File: config.mk
export PLATFORM = sky130hd
export DESIGN_NAME = maze_view_controller_flat
export DESIGN_NICKNAME = d
export VERILOG_FILES = /design/src/rtl/maze_view_if.sv /design/src/rtl/maze_view_controller.sv /design/src/flat_wrapper.sv
export SDC_FILE = /design/constraint.sdc
export NUM_CORES = 1
export LEC_CHECK = 0
export CELL_PAD_IN_SITES_DETAIL_PLACEMENT = 1
export CELL_PAD_IN_SITES_GLOBAL_PLACEMENT = 2
export CORE_MARGIN = 3
export CORE_UTILIZATION = 35
export CTS_BUF_LIST = sky130_fd_sc_hd__clkbuf_2
export DETAILED_ROUTE_END_ITERATION = 10
export GPL_TIMING_DRIVEN = 0
export MAX_ROUTING_LAYER = met4
export PLACE_DENSITY_LB_ADDON = 0.1
export SYNTH_ARGS = -nofsm -noshare
export SYNTH_HDL_FRONTEND = slang
export SYNTH_SLANG_ARGS = --single-unit
export TNS_END_PERCENT = 100
File: constraint.sdc
create_clock -name clk -period 4.49 [get_ports clk]
set_input_delay 1.1225 -clock clk [delete_from_list [all_inputs] [get_ports clk]]
set_output_delay 1.1225 -clock clk [all_outputs]
set_load 0.01 [all_outputs]
File: src/rtl/maze_view_if.sv
// Bus between the maze camera controller and its surroundings: frame/zoom/character inputs
// in, committed zoom and viewport origin out.
interface maze_view_if;
    logic       enable;
    logic       vsync;
    logic       zoom_in;
    logic       zoom_out;
    logic [6:0] char_x;
    logic [6:0] char_y;
    logic [6:0] maze_width;
    logic [6:0] maze_height;
    logic [6:0] tile_width;
    logic [6:0] tile_height;
    logic [6:0] x_coord;
    logic [6:0] y_coord;
    logic       fits;
    logic       frame_done;

    modport master (
        output enable, vsync, zoom_in, zoom_out, char_x, char_y, maze_width, maze_height,
        input  tile_width, tile_height, x_coord, y_coord, fits, frame_done
    );

    modport slave (
        input  enable, vsync, zoom_in, zoom_out, char_x, char_y, maze_width, maze_height,
        output tile_width, tile_height, x_coord, y_coord, fits, frame_done
    );
endinterface

File: src/rtl/maze_view_controller.sv
// Frame-synchronous zoom/viewport sequencer: one ZOOM-CALC-CLAMP-COMMIT pass per vsync edge.
// Optional MAZE_SMOOTH_SCROLL_EN limits viewport motion to SCROLL_STEP tiles per frame.
module maze_view_controller #(
    parameter int ZMIN        = 3,
    parameter int ZMAX        = 6,
    parameter int ZINIT       = 4,
    parameter int VS_POL      = 1,
    parameter int SCROLL_STEP = 1
) (
    input logic        clk,
    input logic        reset,
    maze_view_if.slave bus
);

    typedef enum logic [2:0] {IDLE, ZOOM, CALC, CLAMP, COMMIT} state_t;

    state_t             state, state_next;
    logic               vs_q;
    logic               vs_level, vs_edge;
    logic signed [1:0]  pend;
    logic [3:0]         z_cur, z_work, z_sat;
    logic signed [5:0]  z_sum;
    logic               zchg;
    logic [9:0]         cols, rows, cols_c, rows_c;
    logic [13:0]        w_scaled, h_scaled;
    logic               fits_work, fits_out, frame_done;
    logic signed [10:0] tx, ty, tx_c, ty_c, lim_x, lim_y;
    logic [6:0]         nx, ny, nx_c, ny_c, x_coord, y_coord;

    assign vs_level = (bus.vsync == 1'(VS_POL));
    assign vs_edge  = vs_level && !vs_q;

    // vsync level is tracked even through reset so a held pulse cannot look like a fresh edge
    always_ff @(posedge clk) begin
        vs_q <= vs_level;
    end

    always_ff @(posedge clk) begin
        if (reset || !bus.enable) state <= IDLE;
        else                      state <= state_next;
    end

    always_comb begin
        state_next = state;
        unique case (state)
            IDLE:    if (vs_edge) state_next = ZOOM;
            ZOOM:    state_next = CALC;
            CALC:    state_next = CLAMP;
            CLAMP:   state_next = COMMIT;
            COMMIT:  state_next = IDLE;
            default: state_next = IDLE;
        endcase
    end

    always_comb begin
        z_sum = $signed({2'b00, z_cur}) + $signed({{4{pend[1]}}, pend});
        if (z_sum < $signed(6'(ZMIN)))      z_sat = 4'(ZMIN);
        else if (z_sum > $signed(6'(ZMAX))) z_sat = 4'(ZMAX);
        else                                z_sat = z_sum[3:0];
    end

    // Everything is widened well past 7 bits so a 64-tile maze at 64 px cannot wrap
    always_comb begin
        cols_c   = 10'd640 >> z_work;
        rows_c   = 10'd480 >> z_work;
        w_scaled = {7'b0, bus.maze_width} << z_work;
        h_scaled = {7'b0, bus.maze_height} << z_work;
        tx_c     = $signed({4'b0000, bus.char_x}) - $signed({2'b00, cols_c[9:1]});
        ty_c     = $signed({4'b0000, bus.char_y}) - $signed({2'b00, rows_c[9:1]});
        lim_x    = $signed({4'b0000, bus.maze_width}) - $signed({1'b0, cols});
        lim_y    = $signed({4'b0000, bus.maze_height}) - $signed({1'b0, rows});
    end

    always_comb begin
        nx_c = 7'd0;
        ny_c = 7'd0;
        if (!fits_work && ({3'b000, bus.maze_width} > cols) && (tx >= 0))
            nx_c = (tx > lim_x) ? lim_x[6:0] : tx[6:0];
        if (!fits_work && ({3'b000, bus.maze_height} > rows) && (ty >= 0))
            ny_c = (ty > lim_y) ? lim_y[6:0] : ty[6:0];
    end

`ifdef MAZE_SMOOTH_SCROLL_EN
    function automatic logic [6:0] step_toward(input logic [6:0] cur, input logic [6:0] tgt);
        logic [7:0] up, tgt_up;
        up     = {1'b0, cur} + 8'(SCROLL_STEP);
        tgt_up = {1'b0, tgt} + 8'(SCROLL_STEP);
        if ({1'b0, tgt} > up)          return up[6:0];
        else if (tgt_up < {1'b0, cur}) return cur - 7'(SCROLL_STEP);
        else                           return tgt;
    endfunction
`else
    // Direct commit ignores the step size and the zoom-change flag
    logic unused_direct_commit;
    assign unused_direct_commit = (|SCROLL_STEP) ^ zchg;
`endif

    // Pending zoom: newest request wins, a same-cycle in+out cancels, ZOOM consumes it
    always_ff @(posedge clk) begin
        if (reset) begin
            pend       <= 2'sd0;
            z_cur      <= 4'(ZINIT);
            z_work     <= 4'(ZINIT);
            zchg       <= 1'b0;
            cols       <= 10'd0;
            rows       <= 10'd0;
            fits_work  <= 1'b0;
            tx         <= 11'sd0;
            ty         <= 11'sd0;
            nx         <= 7'd0;
            ny         <= 7'd0;
            x_coord    <= 7'd0;
            y_coord    <= 7'd0;
            fits_out   <= 1'b0;
            frame_done <= 1'b0;
        end else if (!bus.enable) begin
            pend       <= 2'sd0;
            frame_done <= 1'b0;
        end else begin
            frame_done <= 1'b0;
            if (bus.zoom_in && bus.zoom_out) pend <= 2'sd0;
            else if (bus.zoom_in)            pend <= -2'sd1;
            else if (bus.zoom_out)           pend <= 2'sd1;
            else if (state == ZOOM)          pend <= 2'sd0;

            unique case (state)
                ZOOM: begin
                    z_work <= z_sat;
                    zchg   <= (z_sat != z_cur);
                end
                CALC: begin
                    cols      <= cols_c;
                    rows      <= rows_c;
                    fits_work <= (w_scaled <= 14'd640) && (h_scaled <= 14'd480);
                    tx        <= tx_c;
                    ty        <= ty_c;
                end
                CLAMP: begin
                    nx <= nx_c;
                    ny <= ny_c;
                end
                COMMIT: begin
                    z_cur      <= z_work;
                    fits_out   <= fits_work;
                    frame_done <= 1'b1;
`ifdef MAZE_SMOOTH_SCROLL_EN
                    if (zchg || fits_work) begin
                        x_coord <= nx;
                        y_coord <= ny;
                    end else begin
                        x_coord <= step_toward(x_coord, nx);
                        y_coord <= step_toward(y_coord, ny);
                    end
`else
                    x_coord <= nx;
                    y_coord <= ny;
`endif
                end
                default: ;
            endcase
        end
    end

    assign bus.tile_width  = {3'b000, z_cur};
    assign bus.tile_height = {3'b000, z_cur};
    assign bus.x_coord     = x_coord;
    assign bus.y_coord     = y_coord;
    assign bus.fits        = fits_out;
    assign bus.frame_done  = frame_done;

endmodule
File: src/flat_wrapper.sv
// flat-port wrapper written by rule: the top's interface ports become plain ports
module maze_view_controller_flat 
#(
    parameter int ZMIN        = 3,
    parameter int ZMAX        = 6,
    parameter int ZINIT       = 4,
    parameter int VS_POL      = 1,
    parameter int SCROLL_STEP = 1
)
  (clk, reset, bus_enable, bus_vsync, bus_zoom_in, bus_zoom_out, bus_char_x, bus_char_y, bus_maze_width, bus_maze_height, bus_tile_width, bus_tile_height, bus_x_coord, bus_y_coord, bus_fits, bus_frame_done);
  maze_view_if bus_i ();
  input logic clk;
  input logic reset;
  input wire logic [$bits(bus_i.enable)-1:0] bus_enable;
  input wire logic [$bits(bus_i.vsync)-1:0] bus_vsync;
  input wire logic [$bits(bus_i.zoom_in)-1:0] bus_zoom_in;
  input wire logic [$bits(bus_i.zoom_out)-1:0] bus_zoom_out;
  input wire logic [$bits(bus_i.char_x)-1:0] bus_char_x;
  input wire logic [$bits(bus_i.char_y)-1:0] bus_char_y;
  input wire logic [$bits(bus_i.maze_width)-1:0] bus_maze_width;
  input wire logic [$bits(bus_i.maze_height)-1:0] bus_maze_height;
  output wire logic [$bits(bus_i.tile_width)-1:0] bus_tile_width;
  output wire logic [$bits(bus_i.tile_height)-1:0] bus_tile_height;
  output wire logic [$bits(bus_i.x_coord)-1:0] bus_x_coord;
  output wire logic [$bits(bus_i.y_coord)-1:0] bus_y_coord;
  output wire logic [$bits(bus_i.fits)-1:0] bus_fits;
  output wire logic [$bits(bus_i.frame_done)-1:0] bus_frame_done;
  assign bus_i.enable = bus_enable;
  assign bus_i.vsync = bus_vsync;
  assign bus_i.zoom_in = bus_zoom_in;
  assign bus_i.zoom_out = bus_zoom_out;
  assign bus_i.char_x = bus_char_x;
  assign bus_i.char_y = bus_char_y;
  assign bus_i.maze_width = bus_maze_width;
  assign bus_i.maze_height = bus_maze_height;
  assign bus_tile_width = bus_i.tile_width;
  assign bus_tile_height = bus_i.tile_height;
  assign bus_x_coord = bus_i.x_coord;
  assign bus_y_coord = bus_i.y_coord;
  assign bus_fits = bus_i.fits;
  assign bus_frame_done = bus_i.frame_done;
  maze_view_controller #(.ZMIN(ZMIN), .ZMAX(ZMAX), .ZINIT(ZINIT), .VS_POL(VS_POL), .SCROLL_STEP(SCROLL_STEP)) u_core (.clk(clk), .reset(reset), .bus(bus_i));
endmodule
# Word-level counts from Yosys, hierarchy flattened
# Cells that the tools add are included.
# word_totals
n_memories	0
input_bits	34
register_bits	85
mem_bits_rw	0
romBits	0
latchBits	0
# op_classes
mul	0
shift	4
bitwise_logic	1
n_addsub	5
eq_ne	5
div_mod_pow	0
n_reduce_logical	19
n_lt_le_gt_ge	10
n_mux	12
# op_table
operator	count
$mux 7	4
$shl 7x4->14	2
$gt 10x11->1	2
$sub 7x10->11	2
$ge 10x1->1 const B	2
$gt 7x10->1	2
$sub 7x9->10	2
$le 14x10->1 const B	1
$le 14x9->1 const B	1
$pmux 3 s4	1
$shr 10x4->10 const A	1
$shr 9x4->10 const A	1
$mux 4	2
$reduce_and 2->1	4
$logic_and 1x1->1	7
$add 5x2->6	1
$eq 3x2->1 const B	2
$gt 6x4->1 const B	1
$lt 6x3->1 const B	1
$mux 2	3
$eq 3x1->1 const B	1
$eq 3x3->1 const B	1
$logic_not 1->1	3
$logic_not 3->1	1
other kinds (8)	8

# Longest topological paths before layout
# logic_depth
depth_word	4
ltp_mapped	17
mapped_depth_nobuf	17

# Least setup slack after synthesis
# Ideal clock, no wire load.
# synth_path
kind	input port to flip-flop
from	input bus_maze_width[0]
to	register u_core.nx[3]
path_stages	14
path_slack_ps	375
required_ps	4419
t_arrival_ps	4044
setup_ps	71
path_cell_list	inv_1 > ha_1 > inv_1 > fa_1 > a21o_1 > a311o_1 > a21oi_1 > xor2_1 > ha_1 > nand2_1 > a311o_1 > a221oi_4 > mux2_2 > o21ai_1
# synth_between
elab_chain_len	4
elab_cells_between_ends	7
classes_between	add/sub (1); order compare (2); mux (2); reduce/logical (2)
# synth_lines
element	line	text
start, declared	flat_wrapper.sv:20	input wire logic [$bits(bus_i.maze_width)-1:0] bus_maze_width;
$sub 7x10->11 or $gt 7x10->1 (tied branches)	maze_view_controller.sv:70, maze_view_controller.sv:77	
$gt 10x11->1 or $logic_and 1x1->1 (tied branches)	maze_view_controller.sv:78, maze_view_controller.sv:77	
$mux 7 or $logic_and 1x1->1 (tied branches)	maze_view_controller.sv:78, maze_view_controller.sv:77	
$mux 7 *	maze_view_controller.sv:77	if (!fits_work && ({3'b000, bus.maze_width} > cols) && (tx >= 0))
end signal, assigned	maze_view_controller.sv:139	nx <= nx_c;
end, declared	maze_view_controller.sv:28	logic [6:0] nx, ny, nx_c, ny_c, x_coord, y_coord;
# Every way passes the cells marked *; elsewhere a longest branch is shown, timed or not.
# A chain may end at the register's enable or synchronous reset.

# Worst setup path after layout
# layout_path
from	input bus_maze_width[3]
to	register u_core.nx[6]
# Same word-level chain as after synthesis.

==> impl_results.md <==
- Core ar.: 16,100 sq um
- Gp weighted congestion: 0.916
- Final setup fails: 0
- Synth Flop Type: dfxtp_1
- Die Ht: roughly 130 microns
- Slew of the pin with the lowest slew margin: 966 ps
- Placed cell area: 6680 sq um
- Number of diodes: 0
- Avg WL per Cell: 18.3 microns
- Final setup margin: 201 ps
- Hpwl dp: between 15,000 and 20,000 microns
- First DRT Iteration DRCs: 218
- Vias in the first global route: 5,614
- WP data arrival: 4840 ps
- Overflow left after global routing: 0
- CTS tree: done
- Worst hold path type: reg -> reg
- #FFs+latches synth: 83
- Max Root-Sink Buffers: 2
- Sink Count: 83
- Leakage: 0.00261 uW
- Placed cells: around 1,000
- Reg2reg path depth: 13
- Outcome: complete, no violations
- Nets: between 900 and 1,000
- Fmax: ~230 MHz
- Power per cell area: about 210 nW/um^2
- Post-synth cell types: 64
- Crit path cell chain: clkdlybuf4s50_1 -> ha_4 -> nand2_1 -> a21oi_1 -> o21ai_0 -> a21oi_2 -> nand2_1 -> xnor2_1 -> ha_1 -> nand4_1 -> a311o_1 -> a221oi_4 -> mux2_1 -> o21ai_1
- GRT Resource Usage Total: 0.220
- Initial antenna violation count: 0
- Max-cap viol count: 0
- Clock slew at reported path FFs: approximately 270 ps
- Placement Setup Slack: -734 ps
- Critical Path Source: bus_maze_width[3]
- Skew-Pair Late Insertion Delay: 610 ps
- Largest net degree at the start of global routing: 17
- Die area: about 18,000 sq um
- Drt total wl: 19,100 microns
- Max_slew headroom: 0.347
- Setup crit end: u_core.nx[6]
- Die width: 135 microns
- Type of element launching the critical path: input pin
- Fin. Hold Viols: 0
- Syn_area_per_cell: 7.78 sq um
- Reg2Reg Setup Slack: 790 ps
- Fraction of final layout cells sized beyond drive strength 1: 0.0796
- Slew Limit Fails: 0
- Worst Skew: 34.3 ps
- Non-filler cells, final: around 1,000
- Max stage delay on crit path: 560 ps
- Mapped Cells: about 750
- CTS H-tree lvls: 3
- P&R area growth vs syn: 18.1%
- Reg2reg start: u_core.cols[0]
- Design area: 6880 sq um
- Synthesized area: a little under 6000 sq um
- Slowest cell on crit path: clkdlybuf4s50_1
- Worst vdd ir: 0.0907 mV
- Async SR Flop Fraction: 0
- Final Cycle Share: 0.955
- Crit-path max FO: 8
- Total power: 1460 uW
- Antenna Violating Nets Remaining: 0
- Reg-to-Reg End: u_core.nx[6]
- Post-synth EDFFs: 0
- Element type at the critical path end: flop
- DRC viols: 0
- IO buf count: 57
- # rows: 46
- Vias/cell: about 5.3
- Initial core utilization: 0.363
- Yosys Warn Count: 0
- Worst path most repeated cell: nand2_1
- Num ports: 64
- Finished Core Util: 0.428
- TritonCTS buffer count: 9
- Crit path kind: in -> reg
- Root Buffer: clkbuf_2
- Routed vias: approximately 5,500
- RSZ-0062 raised after global routing: false
- Final min period: 4290 ps
- Router iterations before antenna repair: 4
- Register area share after synthesis: 0.285
- First-pass GRT wire length: 30,500 microns
- WP data required: 5050 ps
-- final cells by class --
class | count | area [sq um]
buffer | 44 | 209
clock buffer | 9 | 45.0
clock inverter | 7 | 58.8
fill | 2010 | 9180
inverter | 55 | 206
multi-input combinational | 571 | 3830
sequential | 83 | 1660
tap | 216 | 270
timing repair buffer | 60 | 594
-- power by group --
group | switching, uW | leakage (uW) | internal (uW)
clock | 310 | 0.0000652 | 83.7
sequential | 4.11 | 0.000669 | 744
combinational | 182 | 0.00187 | 136
total | 496 | 0.00261 | 964
-- state kept, by name (all words and copies together) (netlist names) --
signal	cells
u_core.rows	9
u_core.ny	7
u_core.ty	10
u_core.fits_work	1
u_core.bus.fits	1
u_core.vs_q	1
u_core.bus.y_coord	7
u_core.bus.x_coord	7
u_core.state	3
u_core.cols	9
u_core.bus.frame_done	1
u_core.nx	7
u_core.pend	2
u_core.z_work	4
u_core.tx	10
u_core.z_cur	4
-- Yosys cell counts, types with 5 or more instances --
library cell	instances	share of area
o21bai_1	6	0.0077
a21oi_1	78	0.067
nand2_1	97	0.063
buf_1	8	0.0052
buf_4	10	0.013
nor2_1	59	0.038
mux2_2	14	0.027
o21ai_1	6	0.0052
clkbuf_1	21	0.014
ha_1	56	0.12
a21o_1	8	0.010
buf_2	5	0.0043
nor2b_1	15	0.016
nor3b_1	6	0.0077
dfxtp_1	83	0.29
nand3b_1	6	0.0077
nand3_1	13	0.011
xnor2_1	12	0.018
o21ai_0	26	0.022
a211oi_1	11	0.014
nor3_1	24	0.021
xor2_1	11	0.017
inv_1	54	0.035
o211ai_1	7	0.0090
mux2i_1	12	0.021
fa_1	5	0.017
or3_1	5	0.0054
nand2b_1	11	0.012
-- stage by stage --
step	setup TNS, ps	hold slack [ps]
after floorplan	0	425
after global placement	-6350	442
after detailed placement	-7880	446
after CTS	0	453
after global routing	0	483
final	0	454
-- how the worst min path moves through the flow --
stage	startpoint	endpoint	slack, ps	cells past startpoint
2_1_floorplan	u_core.ny[0]	u_core.ny[0]	420	2
3_3_place_gp	u_core.ny[2]	u_core.ny[2]	440	2
3_5_place_dp	u_core.ny[0]	u_core.ny[0]	450	2
4_1_cts	u_core.ny[1]	u_core.bus.y_coord[1]	450	2
5_1_grt	u_core.ny[1]	u_core.bus.y_coord[1]	480	2
6_report	u_core.ny[1]	u_core.bus.y_coord[1]	450	2
-- routing by layer --
metal | GRT usage | wire length, microns
met1 | 0.302 | 9210
met4 | 0.0577 | 189
met3 | 0.0209 | 673
met5 | - | 0
met2 | 0.350 | 9040
-- cells by family (layout without fill, tap and decap cells) --
logic type | after synthesis | count (layout) | share of synthesized area
buf+inv | 99 | 175 | 0.0713
xor+xnor | 23 | 23 | 0.0346
other cells | 1 | 6 | 0.000644
simple gates | 267 | 267 | 0.220
compound gates | 187 | 187 | 0.201
mux | 27 | 27 | 0.0496
fa+ha+maj | 61 | 61 | 0.138
flops | 83 | 83 | 0.285
-- worst max-delay path, delay by kind of cell --
kind                       cells  cell delay, ps
AOI/OAI and AO/OA              6            1600
adders and majority gates      2             690
buffers and inverters          1             560
muxes                          1             390
and+or+nand+nor                3             350
xor gates and xnor gates       1             140
-- timing repair --
item / CTS / global route
pin swaps: 1 / 3
buffers inserted: 1 / 2
resized for setup: 3 / 10
hold buffers: 0 / 0
endpoints found under the setup margin: 6 / 13
-- placed cells by master (no fill, tap or decap), drive strengths merged, types with 4 or more instances in the layout --
master	count
o21a	4
clkbuf	30
nor3b	6
ha	56
nand2	97
nand3b	6
a21oi	79
and2	5
xor2	11
clkdlybuf4s50	55
dfxtp	83
a21boi	4
nand2b	11
fa	5
inv	58
o21ai	32
a211oi	11
nor2	59
o22ai	4
o21bai	6
or2	4
a31oi	4
o211ai	7
a21o	8
mux2	15
buf	26
xnor2	12
mux2i	12
and3	4
a2111oi	4
nor2b	15
conb	6
or3	5
nand3	13
nor3	24
nand4	4
(Power assumes the default switching activity.)
